$ cat src/rtl/ctrl_pkg.sv
// Shared encodings for the MIPS control path: opcode/funct values, ALU codes,
// the mult/div FSM state type and the control-word bundles carried down the pipe.
package ctrl_pkg;

    localparam logic [5:0] OP_RTYPE = 6'h00;
    localparam logic [5:0] OP_J     = 6'h02;
    localparam logic [5:0] OP_JAL   = 6'h03;
    localparam logic [5:0] OP_BEQ   = 6'h04;
    localparam logic [5:0] OP_BNE   = 6'h05;
    localparam logic [5:0] OP_ADDI  = 6'h08;
    localparam logic [5:0] OP_ADDIU = 6'h09;
    localparam logic [5:0] OP_SLTI  = 6'h0a;
    localparam logic [5:0] OP_SLTIU = 6'h0b;
    localparam logic [5:0] OP_ANDI  = 6'h0c;
    localparam logic [5:0] OP_ORI   = 6'h0d;
    localparam logic [5:0] OP_XORI  = 6'h0e;
    localparam logic [5:0] OP_LUI   = 6'h0f;
    localparam logic [5:0] OP_LW    = 6'h23;
    localparam logic [5:0] OP_SW    = 6'h2b;

    localparam logic [5:0] F_SLL   = 6'h00;
    localparam logic [5:0] F_SRL   = 6'h02;
    localparam logic [5:0] F_SRA   = 6'h03;
    localparam logic [5:0] F_JR    = 6'h08;
    localparam logic [5:0] F_MFHI  = 6'h10;
    localparam logic [5:0] F_MFLO  = 6'h12;
    localparam logic [5:0] F_MULT  = 6'h18;
    localparam logic [5:0] F_MULTU = 6'h19;
    localparam logic [5:0] F_DIV   = 6'h1a;
    localparam logic [5:0] F_DIVU  = 6'h1b;
    localparam logic [5:0] F_ADD   = 6'h20;
    localparam logic [5:0] F_ADDU  = 6'h21;
    localparam logic [5:0] F_SUB   = 6'h22;
    localparam logic [5:0] F_SUBU  = 6'h23;
    localparam logic [5:0] F_AND   = 6'h24;
    localparam logic [5:0] F_OR    = 6'h25;
    localparam logic [5:0] F_XOR   = 6'h26;
    localparam logic [5:0] F_NOR   = 6'h27;
    localparam logic [5:0] F_SLT   = 6'h2a;
    localparam logic [5:0] F_SLTU  = 6'h2b;

    localparam int ALU_CODE_W = 5;
    typedef logic [ALU_CODE_W-1:0] alu_code_t;

    localparam alu_code_t ALU_NOP   = 5'd0;
    localparam alu_code_t ALU_ADD   = 5'd1;
    localparam alu_code_t ALU_SUB   = 5'd2;
    localparam alu_code_t ALU_AND   = 5'd3;
    localparam alu_code_t ALU_OR    = 5'd4;
    localparam alu_code_t ALU_XOR   = 5'd5;
    localparam alu_code_t ALU_NOR   = 5'd6;
    localparam alu_code_t ALU_SLT   = 5'd7;
    localparam alu_code_t ALU_SLTU  = 5'd8;
    localparam alu_code_t ALU_SLL   = 5'd9;
    localparam alu_code_t ALU_SRL   = 5'd10;
    localparam alu_code_t ALU_SRA   = 5'd11;
    localparam alu_code_t ALU_LUI   = 5'd12;
    localparam alu_code_t ALU_MULT  = 5'd13;
    localparam alu_code_t ALU_MULTU = 5'd14;
    localparam alu_code_t ALU_DIV   = 5'd15;
    localparam alu_code_t ALU_DIVU  = 5'd16;

    typedef enum logic [1:0] {
        MD_IDLE = 2'd0,
        MD_BUSY = 2'd1,
        MD_DONE = 2'd2
    } md_state_t;

    // Controls that live in ID/EX; branch/jump are consumed in ID and never registered.
    typedef struct packed {
        alu_code_t aluctl;
        logic      alusrc;
        logic      regdst;
        logic      regwrite;
        logic      memread;
        logic      memwrite;
        logic      memtoreg;
        logic      muldiv;
    } ex_ctrl_t;

    typedef struct packed {
        logic regwrite;
        logic memwrite;
        logic memread;
        logic memtoreg;
        logic hilo_we;
    } mem_ctrl_t;

    typedef struct packed {
        logic regwrite;
        logic memtoreg;
    } wb_ctrl_t;

    function automatic logic is_div(input alu_code_t code);
        return (code == ALU_DIV) || (code == ALU_DIVU);
    endfunction

endpackage

$ cat src/rtl/ctrl_decode.sv
// Combinational ID-stage decoder; unknown encodings produce an all-zero (NOP) word.
// Mult/div functs are decoded only when CTRL_MULDIV_EN is defined.
module ctrl_decode
    import ctrl_pkg::*;
(
    input  logic [5:0] op,
    input  logic [5:0] funct,
    output logic       branch,
    output logic       jump,
    output ex_ctrl_t   ex
);

    always_comb begin
        branch = 1'b0;
        jump   = 1'b0;
        ex     = '0;
        case (op)
            OP_RTYPE: begin
                ex.regwrite = 1'b1;
                ex.regdst   = 1'b1;
                case (funct)
                    F_ADD, F_ADDU:  ex.aluctl = ALU_ADD;
                    F_SUB, F_SUBU:  ex.aluctl = ALU_SUB;
                    F_AND:          ex.aluctl = ALU_AND;
                    F_OR:           ex.aluctl = ALU_OR;
                    F_XOR:          ex.aluctl = ALU_XOR;
                    F_NOR:          ex.aluctl = ALU_NOR;
                    F_SLT:          ex.aluctl = ALU_SLT;
                    F_SLTU:         ex.aluctl = ALU_SLTU;
                    F_SLL:          ex.aluctl = ALU_SLL;
                    F_SRL:          ex.aluctl = ALU_SRL;
                    F_SRA:          ex.aluctl = ALU_SRA;
                    F_MFHI, F_MFLO: ex.aluctl = ALU_NOP;
                    F_JR: begin
                        ex   = '0;
                        jump = 1'b1;
                    end
`ifdef CTRL_MULDIV_EN
                    // Mult/div writes HI/LO only, never the register file.
                    F_MULT:  ex = '{aluctl: ALU_MULT,  muldiv: 1'b1, default: 1'b0};
                    F_MULTU: ex = '{aluctl: ALU_MULTU, muldiv: 1'b1, default: 1'b0};
                    F_DIV:   ex = '{aluctl: ALU_DIV,   muldiv: 1'b1, default: 1'b0};
                    F_DIVU:  ex = '{aluctl: ALU_DIVU,  muldiv: 1'b1, default: 1'b0};
`endif
                    default: ex = '0;
                endcase
            end
            OP_LW: begin
                ex.aluctl   = ALU_ADD;
                ex.alusrc   = 1'b1;
                ex.regwrite = 1'b1;
                ex.memread  = 1'b1;
                ex.memtoreg = 1'b1;
            end
            OP_SW: begin
                ex.aluctl   = ALU_ADD;
                ex.alusrc   = 1'b1;
                ex.memwrite = 1'b1;
            end
            OP_BEQ, OP_BNE: begin
                ex.aluctl = ALU_SUB;
                branch    = 1'b1;
            end
            OP_ADDI, OP_ADDIU, OP_SLTI, OP_SLTIU, OP_ANDI, OP_ORI, OP_XORI, OP_LUI: begin
                ex.alusrc   = 1'b1;
                ex.regwrite = 1'b1;
                case (op)
                    OP_SLTI:  ex.aluctl = ALU_SLT;
                    OP_SLTIU: ex.aluctl = ALU_SLTU;
                    OP_ANDI:  ex.aluctl = ALU_AND;
                    OP_ORI:   ex.aluctl = ALU_OR;
                    OP_XORI:  ex.aluctl = ALU_XOR;
                    OP_LUI:   ex.aluctl = ALU_LUI;
                    default:  ex.aluctl = ALU_ADD;
                endcase
            end
            OP_J: jump = 1'b1;
            OP_JAL: begin
                jump        = 1'b1;
                ex.regwrite = 1'b1;
            end
            default: ex = '0;
        endcase
    end

endmodule

$ cat src/rtl/ctrl_pipeline.sv
// MIPS pipeline control path: decode, ID/EX, EX/MEM, MEM/WB control registers and
// the mult/div occupancy FSM, which is built only when CTRL_MULDIV_EN is defined.
module ctrl_pipeline
    import ctrl_pkg::*;
#(
    parameter int ALUCTL_W    = 5,
    parameter int MULT_CYCLES = 4,
    parameter int DIV_CYCLES  = 32
) (
    input  logic                clk,
    input  logic                rst,
    input  logic [5:0]          op,
    input  logic [5:0]          funct,
    input  logic                stallE,
    input  logic                flushE,
    input  logic                flushM,
    output logic                branchD,
    output logic                jumpD,
    output logic [ALUCTL_W-1:0] aluctlE,
    output logic                alusrcE,
    output logic                regdstE,
    output logic                regwriteE,
    output logic                memreadE,
    output logic                memtoregE,
    output logic                regwriteM,
    output logic                memwriteM,
    output logic                memreadM,
    output logic                memtoregM,
    output logic                hilo_weM,
    output logic                regwriteW,
    output logic                memtoregW,
    output logic                md_busy
);

    ex_ctrl_t  dec;
    ex_ctrl_t  idex_q;
    mem_ctrl_t exmem_q;
    wb_ctrl_t  memwb_q;
    logic      hilo_we_ex;

    ctrl_decode u_decode (
        .op     (op),
        .funct  (funct),
        .branch (branchD),
        .jump   (jumpD),
        .ex     (dec)
    );

`ifdef CTRL_MULDIV_EN
    localparam int MD_MAX = (DIV_CYCLES > MULT_CYCLES) ? DIV_CYCLES : MULT_CYCLES;
    localparam int CNT_W  = $clog2(MD_MAX) + 1;
    localparam logic [CNT_W-1:0] MULT_LOAD = CNT_W'(MULT_CYCLES - 2);
    localparam logic [CNT_W-1:0] DIV_LOAD  = CNT_W'(DIV_CYCLES - 2);

    md_state_t        state_q, state_d;
    logic [CNT_W-1:0] cnt_q, cnt_d;

    always_ff @(posedge clk or negedge rst) begin
        if (!rst) begin
            state_q <= MD_IDLE;
            cnt_q   <= '0;
        end else begin
            state_q <= state_d;
            cnt_q   <= cnt_d;
        end
    end

    // md_busy is a stall request: while high, ID/EX holds and EX/MEM takes a bubble.
    // The IDLE cycle with a mult/div in EX counts as the first busy cycle, so the
    // counter is preloaded with N-2 to give exactly N busy cycles.
    always_comb begin
        state_d    = state_q;
        cnt_d      = cnt_q;
        md_busy    = 1'b0;
        hilo_we_ex = 1'b0;
        case (state_q)
            MD_IDLE: begin
                if (idex_q.muldiv) begin
                    md_busy = 1'b1;
                    if (!flushE) begin
                        state_d = MD_BUSY;
                        cnt_d   = is_div(idex_q.aluctl) ? DIV_LOAD : MULT_LOAD;
                    end
                end
            end
            MD_BUSY: begin
                md_busy = 1'b1;
                if (flushE) begin
                    state_d = MD_IDLE;
                    cnt_d   = '0;
                end else if (cnt_q == '0) begin
                    state_d = MD_DONE;
                end else begin
                    cnt_d = cnt_q - 1'b1;
                end
            end
            MD_DONE: begin
                state_d    = MD_IDLE;
                hilo_we_ex = idex_q.muldiv && !flushE;
            end
            default: begin
                state_d = MD_IDLE;
                cnt_d   = '0;
            end
        endcase
    end
`else
    localparam int UNUSED_MD_CYCLES = MULT_CYCLES + DIV_CYCLES;
    logic unused_muldiv;

    assign unused_muldiv = idex_q.muldiv;
    assign md_busy       = 1'b0;
    assign hilo_we_ex    = 1'b0;
`endif

    always_ff @(posedge clk or negedge rst) begin
        if (!rst) begin
            idex_q <= '0;
        end else if (flushE) begin
            idex_q <= '0;
        end else if (!(md_busy || stallE)) begin
            idex_q <= dec;
        end
    end

    always_ff @(posedge clk or negedge rst) begin
        if (!rst) begin
            exmem_q <= '0;
        end else if (flushM || md_busy) begin
            exmem_q <= '0;
        end else begin
            exmem_q <= '{regwrite: idex_q.regwrite, memwrite: idex_q.memwrite,
                         memread:  idex_q.memread,  memtoreg: idex_q.memtoreg,
                         hilo_we:  hilo_we_ex};
        end
    end

    always_ff @(posedge clk or negedge rst) begin
        if (!rst) begin
            memwb_q <= '0;
        end else begin
            memwb_q <= '{regwrite: exmem_q.regwrite, memtoreg: exmem_q.memtoreg};
        end
    end

    assign aluctlE   = ALUCTL_W'(idex_q.aluctl);
    assign alusrcE   = idex_q.alusrc;
    assign regdstE   = idex_q.regdst;
    assign regwriteE = idex_q.regwrite;
    assign memreadE  = idex_q.memread;
    assign memtoregE = idex_q.memtoreg;

    assign regwriteM = exmem_q.regwrite;
    assign memwriteM = exmem_q.memwrite;
    assign memreadM  = exmem_q.memread;
    assign memtoregM = exmem_q.memtoreg;
    assign hilo_weM  = exmem_q.hilo_we;

    assign regwriteW = memwb_q.regwrite;
    assign memtoregW = memwb_q.memtoreg;

endmodule

$ cat config.mk
export PLATFORM = sky130hd
export DESIGN_NAME = ctrl_pipeline
export DESIGN_NICKNAME = d
export VERILOG_FILES = /design/src/rtl/ctrl_pkg.sv /design/src/rtl/ctrl_decode.sv /design/src/rtl/ctrl_pipeline.sv
export SDC_FILE = /design/constraint.sdc
export NUM_CORES = 1
export LEC_CHECK = 0
export BUFFER_PORTS_ARGS = -buffer_cell sky130_fd_sc_hd__buf_2
export CORE_ASPECT_RATIO = 0.7
export CORE_MARGIN = 5
export CORE_UTILIZATION = 35
export DETAILED_ROUTE_END_ITERATION = 16
export GPL_TIMING_DRIVEN = 1
export PLACE_DENSITY_LB_ADDON = 0.2
export SYNTH_ARGS = -nofsm -noshare
export SYNTH_HDL_FRONTEND = slang
export SYNTH_SLANG_ARGS = --single-unit
export TNS_END_PERCENT = 5
$ cat constraint.sdc
create_clock -name clk -period 3.6 [get_ports clk]
set_clock_uncertainty 0.2 [all_clocks]
set_input_delay 0.36 -clock clk [delete_from_list [all_inputs] [get_ports clk]]
set_output_delay 0.36 -clock clk [all_outputs]
set_load 0.02 [all_outputs]
## Word-level counts from Yosys, hierarchy flattened

Cells that the tools add are included.

| word-level totals | value |
|---|---|
| bits in registers | 18 |
| input bits | 17 |
| output and inout bits | 20 |
| logic and storage cells | 72 |

| operators by class | value |
|---|---|
| equality and inequality tests | 30 |
| multiplexer cells | 17 |
| reduce and logical (&&, ||, !) cells | 11 |

Operators with widths:

| kind | count |
|---|---|
| 6-bit equality test, second input constant | 12 |
| 6-bit by 4-bit equality test with 1-bit output, second input constant | 9 |
| 4-bit one-hot mux with 11 select lines | 1 |
| 6-bit by 2-bit equality test with 1-bit output, second input constant | 4 |
| 12-bit 2-to-1 mux | 2 |
| 4-bit one-hot mux with 6 select lines | 1 |
| 10-bit OR reduction | 2 |
| 4-bit one-hot mux with 4 select lines | 1 |
| 15-bit OR reduction | 1 |
| 6-bit by 3-bit equality test with 1-bit output, second input constant | 2 |
| 6-bit by 5-bit equality test with 1-bit output, second input constant | 2 |
| 6-bit logical NOT | 2 |
| 1-bit one-hot mux with 2 select lines | 6 |
| 2-bit OR reduction | 5 |
| 8-bit OR reduction | 1 |
| 6-bit 2-to-1 mux | 1 |
| 5-bit 2-to-1 mux | 1 |
| 1-bit 2-to-1 mux | 4 |
| 2-bit by 1-bit != test with 1-bit output, second input constant | 1 |

## Depth between registers and ports, before layout

Gate-level depths: netlist of the first run.

| depth | value |
|---|---|
| depth in word-level cells | 6 |
| gate-level depth with buffers | 5 |
| gate-level depth less buffers | 4 |

## Hierarchy

From an unflattened synthesis of the first run, not the netlist that was laid out.

| unflattened totals | value |
|---|---|
| cell total of the unflattened synthesis | 122 |
| area total of the unflattened synthesis | 1169.9 µm² |

Modules (own cells, without submodules):

| module | times used | cells an instance | area each (µm²) | seq. area each (µm²) |
|---|---|---|---|---|
| ctrl_pipeline | 1 | 53 | 673.1 | 425.4 |
| ctrl_decode | 1 | 69 | 496.7 | 0.0 |

## Least setup slack after synthesis of the first run

OpenSTA, ideal clock, no wires.

| timing | value |
|---|---|
| kind | input -> output |
| start | input op[2] |
| end | output jumpD |
| arrival time | 2022 ps |
| required time | 3040 ps |
| slack | 1018 ps |
| stages on the path | 4 |
| path buffers | 1 |
| cell sequence | buf_6 or4_4 or4_4 o32ai_1 |

| on the way | value |
|---|---|
| word-level cells in the longest chain between the ends | 3 |
| elaborated cells on any way between the ends | 5 |
| those cells by class | eq/ne: 2; mux: 1; reduce/logical: 2 |

Ends and longest elaborated chain:

| item | line | source |
|---|---|---|
| start, declared | ctrl_pipeline.sv:12 | `input logic [5:0] op,` |
| 6-bit by 2-bit equality test with 1-bit output | ctrl_decode.sv:17 | `case (op)` |
| 2-bit OR reduction (no line) | n/a |  |
| 1-bit one-hot mux with 2 select lines (*) | ctrl_decode.sv:17 |  |
| end, declared | ctrl_pipeline.sv:18 | `output logic jumpD,` |

Every way passes the cells marked *; elsewhere a longest branch is shown, timed or not.

## Worst setup path in the final report of the first run

| timing | value |
|---|---|
| start | input op[5] |
| end | output jumpD |

The elaborated chain is that of the path after synthesis.

==> impl_metrics.yaml, run 1 <==
drt:
  remaining_drc_errors: 0
  total_wire_length_mm: 2.52
  detail_route.wl_per_cell_um: 14.2
  iteration_0_drc_count_of_the_detailed_router: 40
  post_drt_via_cell_ratio: 5.29
  residual_antenna_violating_net_count_after_detailed_routing: 0
  detailroute.via_count: 936
  drt_pass1_iterations: 4
finish:
  antenna_cells: 0
  layout.cells.non_filler: 177
  layout-area-overhead-vs-synth_pct: 16.6
  layout-drive-gt1-share_pct: 31.2
  final_net_count: 159
critical_path:
  critical_path_class: "in -> out"
  worst-endpoint-required_ns: 3.04
  crit_path_max_fanout: 8
  worst_ep_arrival_time_ns: 1.97
  critical_path.endpoint_type: "output port"
  ff2ff_setup_slack_ns: 2.59
  worst_path_max_delay_cell: "sky130_fd_sc_hd__or4_4"
  critical_path.startpoint_type: "input port"
  delay_of_the_slowest_critical_path_stage_ns: 0.55
  crit_chain: "buf_2 -> or4_4 -> or4_4 -> o32ai_1 -> buf_2"
worst_hold_path:
  worstHoldPathType: "in -> reg"
job:
  drv.max_cap_violation_count: 0
clocking:
  cts_hold_buffers: 1
  cts-buffers-inserted: 3
  htree_num_levels: 1
  clock_tree_buf_depth: 2
  worst_setup_hold_path_clk_slew_ns: 0.06
  post_cts_resize_count: 0
  cts_post_setup_buffers_inserted: 0
  clock-root-buffer: "sky130_fd_sc_hd__clkbuf_8"
  worst_skew_pair_later_pin_latency_ns: 0.24
  cts.sink_count: 14
  tritoncts: "done"
yosys:
  avgSynthCellArea_um2: 8.52
  synth-edff-count: 0
  mappedNetlistArea_um2: 1020
  ys.flop_type: "sky130_fd_sc_hd__dfrtp_1"
  synth.yosys.warnings: 0
  synth.yosys.seq_area_share_pct: 34.3
  netlist_instances: 120
  netlist.top_cell.by_area: "sky130_fd_sc_hd__dfrtp_1"
  yosys.area.top_type_share_pct: 34.3
  postSynth.asyncResetShare_pct: 100
  postSynthRegisterBits: 14
  yosysUniqueCellTypes: 43
  leading_cell_types_by_total_area_after_synthesis: "sky130_fd_sc_hd__dfrtp_1 (34%), sky130_fd_sc_hd__buf_4 (6.6%), sky130_fd_sc_hd__nand2_1 (3.7%), sky130_fd_sc_hd__nor2b_1 (3.7%), sky130_fd_sc_hd__clkbuf_1 (3.3%)"
die:
  die_footprint_um2: 4120
  dieHeight_um: 55.2
  core-area_um2: 2800
  ios: 37
  die_w_um: 74.6
  initial_core_util_pct: 36.5
  core.rowCount: 16
timing:
  final_hold_viol_count: 0
  setup_tns_ns: 0
  normalized_max_slew_margin_pct: 49.9
  unrepaired_setup_endpoints_after_global_routing: "false"
  final-setup-viol-count: 0
  holdWs_ns: 0.0982
  timing.fmax_mhz: 395
  tightestPinTransition_ns: 0.742
  final-max-slew-violation-count: 0
  min_period_over_period_pct: 70.3
  post_layout_minimum_cycle_time_ns: 2.53
global_routing:
  number_of_global_route_vias_before_repair: 845
  global_route.usage.total_pct: 13.0
  grt_start_max_net_pins: 15
  wire_length_of_the_first_global_routing_pass_mm: 4.24
  antenna_found_initial: 0
  grt_overflow: 0
placed_design:
  placement.io_buffers: 33
  dpl.hpwl_mm: 1.93
  place_congestion: 0.867
  dp_cells: 172
power:
  power.static_leakage_uw: 0.000559
  ir_drop_uv: 119
  pwr_density_cell_nw_per_um2: 322
run_status:
  status: "completed"
## placed cells by master, fill, tap and decap left out, types with 3 or more instances in the layout
cell / netlist / routed
sky130_fd_sc_hd__buf_2: 0 / 33
sky130_fd_sc_hd__dfrtp_1: 14 / 14
sky130_fd_sc_hd__nand2_1: 10 / 10
sky130_fd_sc_hd__nor2_1: 9 / 9
sky130_fd_sc_hd__nor2b_1: 6 / 6
sky130_fd_sc_hd__nor3_1: 6 / 6
sky130_fd_sc_hd__nand2b_1: 5 / 5
sky130_fd_sc_hd__inv_1: 4 / 4
sky130_fd_sc_hd__o21ai_0: 4 / 4
sky130_fd_sc_hd__clkbuf_8: 0 / 4
sky130_fd_sc_hd__o22ai_1: 3 / 3
sky130_fd_sc_hd__a22oi_1: 3 / 3
sky130_fd_sc_hd__conb_1: 1 / 3
## routing by layer
layer	GRT usage [%]	vias up	routed length [µm]
met2	17.9	29	1030
li1	-	470	-
met5	0	-	0
met3	3.80	2	173
met1	19.7	435	1300
met4	3.05	0	23
## final timing paths
kind	from	to	cells past startpoint
max in group asynchronous	rst	regwriteM$_DFF_PN0_	2
hold reg to reg	regwriteM$_DFF_PN0_	regwriteW$_DFF_PN0_	0
min in group asynchronous	rst	regwriteE$_DFFE_PN0P_	2
setup reg to reg	regwriteE$_DFFE_PN0P_	regwriteE$_DFFE_PN0P_	2
hold / removal	flushM	memwriteM$_DFF_PN0_	2
setup / recovery	op[5]	jumpD	5
## cells by family (layout without fill, tap and decap cells)
kind of cell	count (synthesis)	in the layout	synth area share (%)
and+or+nand+nor	50	50	28.6
AOI/OAI and AO/OA	29	29	21.2
buffers and inverters	23	42	12.5
DFF	14	14	34.3
muxes	3	3	3.06
other	1	3	0.367
## power breakdown
| group | total (µW) | switching, µW | internal [µW] |
|---|---|---|---|
| Sequential | 160 | 0.971 | 159 |
| Clock | 153 | 56.2 | 96.8 |
| Combinational | 71.2 | 45.3 | 25.9 |
## Yosys cell counts, types with 2 or more instances
| cell | count |
|---|---|
| sky130_fd_sc_hd__nand2b_1 | 5 |
| sky130_fd_sc_hd__nor2b_1 | 6 |
| sky130_fd_sc_hd__a22oi_1 | 3 |
| sky130_fd_sc_hd__buf_4 | 9 |
| sky130_fd_sc_hd__dfrtp_1 | 14 |
| sky130_fd_sc_hd__o21ai_0 | 4 |
| sky130_fd_sc_hd__o32a_1 | 2 |
| sky130_fd_sc_hd__nor2_1 | 9 |
| sky130_fd_sc_hd__a32oi_1 | 2 |
| sky130_fd_sc_hd__nand4b_1 | 2 |
| sky130_fd_sc_hd__or4_4 | 2 |
| sky130_fd_sc_hd__nor4b_1 | 2 |
| sky130_fd_sc_hd__clkbuf_1 | 9 |
| sky130_fd_sc_hd__inv_1 | 4 |
| sky130_fd_sc_hd__nor3_1 | 6 |
| sky130_fd_sc_hd__mux2i_1 | 2 |
| sky130_fd_sc_hd__a21oi_1 | 2 |
| sky130_fd_sc_hd__o22ai_1 | 3 |
| sky130_fd_sc_hd__nand2_1 | 10 |
## critical path: cells and delay by family
family / cells / cell delay (ns)
AOI/OAI and AO/OA: 1 / 0.26
and+or+nand+nor: 2 / 1.01
buffers and inverters: 2 / 0.35
## per-stage QoR
step	util (%)	setup WS (ns)	instance area (µm²)	total power [µW]
final	42.5	1.07	1190	384
after global routing	42.5	0.972	1190	403
after CTS	42.5	1.08	1190	389
after detailed placement	40.2	1.08	1130	233
after global placement	40.2	1.08	1130	232
after floorplan	-	1.02	1030	213
## state kept, by name, indices dropped and copies added, names as in the netlist
register / count
memreadE: 1
regwriteW: 1
memwriteM: 1
alusrcE: 1
aluctlE: 4
regwriteM: 1
memtoregW: 1
regdstE: 1
regwriteE: 1
idex_q: 1
memreadM: 1
## cell type report
class / count / area [µm²]
clock buffers: 4 / 55.1
fillers: 299 / 1610
inverters: 4 / 15.0
multi-input cells: 85 / 552
flip-flops and latches: 14 / 350
well taps: 36 / 45.0
repair buffers: 34 / 175
Power figures use the tool's default switching activity.
==> run 2: changes to the inputs <==
Clock period 3.6 ns to 2.59 ns, I/O delays scaled along.
==> run 2 against run 1 <==
Sequential power up 39%. Critical path depth unchanged. Sequential share of layout area shrank 0.24 points. Utilization up 0.36 points. Critical path type unchanged. Critical endpoint unchanged.
==> impl_metrics.yaml, run 2 (synthesis gave the netlist of run 1 again) <==
clocking:
  tritoncts: "done"
  cts_post_setup_buffers_inserted: 0
  clock_tree_buf_depth: 2
  htree_num_levels: 1
  post_cts_resize_count: 0
  worst_skew_pair_later_pin_latency_ns: 0.24
  clock-root-buffer: "sky130_fd_sc_hd__clkbuf_8"
  cts_hold_buffers: 2
  cts-buffers-inserted: 3
  cts.sink_count: 14
  worst_setup_hold_path_clk_slew_ns: 0.06
global_routing:
  groute.layer.met2.usage_pct: 18.3
  global_route.usage.met3_pct: 3.80
  grt.met1_usage_pct: 21.1
  wire_length_of_the_first_global_routing_pass_mm: 4.51
  antenna_found_initial: 0
  grt_start_max_net_pins: 15
  number_of_global_route_vias_before_repair: 921
  global_route.usage.total_pct: 13.6
  global_route.peak_usage_layer: "met1"
  grt_overflow: 0
critical_path:
  crit_path_max_fanout: 8
  worst_path_max_delay_cell: "sky130_fd_sc_hd__or4_4"
  critical_path_class: "in -> out"
  crit_buf_inv: 2
  critical_path.startpoint_type: "input port"
  ff2ff_setup_slack_ns: 1.58
  crit_chain: "buf_2 -> or4_4 -> or4_4 -> o32ai_1 -> buf_2"
  worst_ep_arrival_time_ns: 1.89
  critical_path.reg2reg.endpoint: "regwriteE$_DFFE_PN0P_"
  rr_worst_depth: 2
  worst_path_dominant_cell_family: "simple AND/OR/NAND/NOR gates"
  critical_path.endpoint_type: "output port"
  delay_of_the_slowest_critical_path_stage_ns: 0.56
  r2r_start: "regwriteE$_DFFE_PN0P_"
  worst-endpoint-required_ns: 2.13
die:
  ios: 37
  dieHeight_um: 55.2
  core.rowCount: 16
  initial_core_util_pct: 36.5
  die_footprint_um2: 4120
  core-area_um2: 2800
  die_w_um: 74.6
drt:
  remaining_drc_errors: 0
  residual_antenna_violating_net_count_after_detailed_routing: 0
  post_drt_via_cell_ratio: 5.35
  detailroute.via_count: 953
  drt_pass1_iterations: 5
  detail_route.wl_per_cell_um: 13.9
  total_wire_length_mm: 2.48
  iteration_0_drc_count_of_the_detailed_router: 52
finish:
  utilization_pct: 42.9
  antenna_cells: 0
  leading_cell_types_in_the_layout_fill_and_taps_excluded: "sky130_fd_sc_hd__buf_2 (33), sky130_fd_sc_hd__dfrtp_1 (14), sky130_fd_sc_hd__nand2_1 (10)"
  final_net_count: 160
  layout.cells.most_common: "sky130_fd_sc_hd__buf_2"
  largest_reg_flops: 4
  register_area_um2: 350
  multiInputGateArea_um2: 552
  layout-area-overhead-vs-synth_pct: 17.6
  nFillCells: 280
  layout-drive-gt1-share_pct: 31.0
placed_design:
  placement.io_buffers: 33
  place_congestion: 0.864
timing:
  unrepaired_setup_endpoints_after_global_routing: "false"
  final_hold_viol_count: 0
  final-max-slew-violation-count: 0
  tightestPinTransition_ns: 0.761
  normalized_max_slew_margin_pct: 48.6
  timing.fmax_mhz: 426
  min_period_over_period_pct: 90.7
  final-setup-viol-count: 0
  post_layout_minimum_cycle_time_ns: 2.35
  setup_tns_ns: 0
worst_hold_path:
  hold_path_depth: 2
  worstHoldPathType: "in -> reg"
  hold-path-endpoint: "memreadE$_DFFE_PN0P_"
  holdCritStartpoint: "flushE"
job:
  drv.max_cap_violation_count: 0
power:
  pwr_density_cell_nw_per_um2: 442
  power.static_leakage_uw: 0.000563
  ir_drop_uv: 184
run_status:
  status: "completed"
[run 2: worst max path at each step]
stage | startpoint | endpoint | slack (ns) | depth (start not counted)
2_1_floorplan | op[2] | jumpD | 0.21 | 4
3_3_place_gp | op[5] | jumpD | 0.27 | 5
3_5_place_dp | op[5] | jumpD | 0.24 | 5
4_1_cts | op[5] | jumpD | 0.23 | 5
5_1_grt | op[5] | jumpD | 0.15 | 5
6_report | op[5] | jumpD | 0.24 | 5
[run 2: stage by stage]
step	std cells	power [µW]	setup slack [ns]	area (µm²)	hold slack (ns)
2_1_floorplan	122	296	0.210	1030	-0.237
3_3_place_gp	172	322	0.267	1130	-0.0296
3_5_place_dp	172	323	0.240	1130	-0.0302
4_1_cts	178	536	0.233	1200	0.0755
5_1_grt	178	557	0.150	1200	0.0951
6_report	178	531	0.240	1200	0.0814
[run 2: final cells by class]
class / count / area share [%]
Multi-Input combinational cell: 85 / 45.9
Timing Repair Buffer: 35 / 15.4
Sequential cell: 14 / 29.1
Tap cell: 36 / 3.75
Inverter: 4 / 1.25
Clock buffer: 4 / 4.58
[run 2: report_power, final]
part,switching [µW],total [µW],internal [µW]
Combinational,62.2,99.3,37.0
Clock,74.4,209,134
Sequential,1.48,223,221
Total,138,531,393
[run 2: layer usage]
| metal | vias to the layer above | wire, µm |
|---|---|---|
| met5 | - | 0 |
| met4 | 0 | 23 |
| met3 | 2 | 204 |
| met2 | 38 | 1020 |
| met1 | 440 | 1230 |
| li1 | 473 | - |
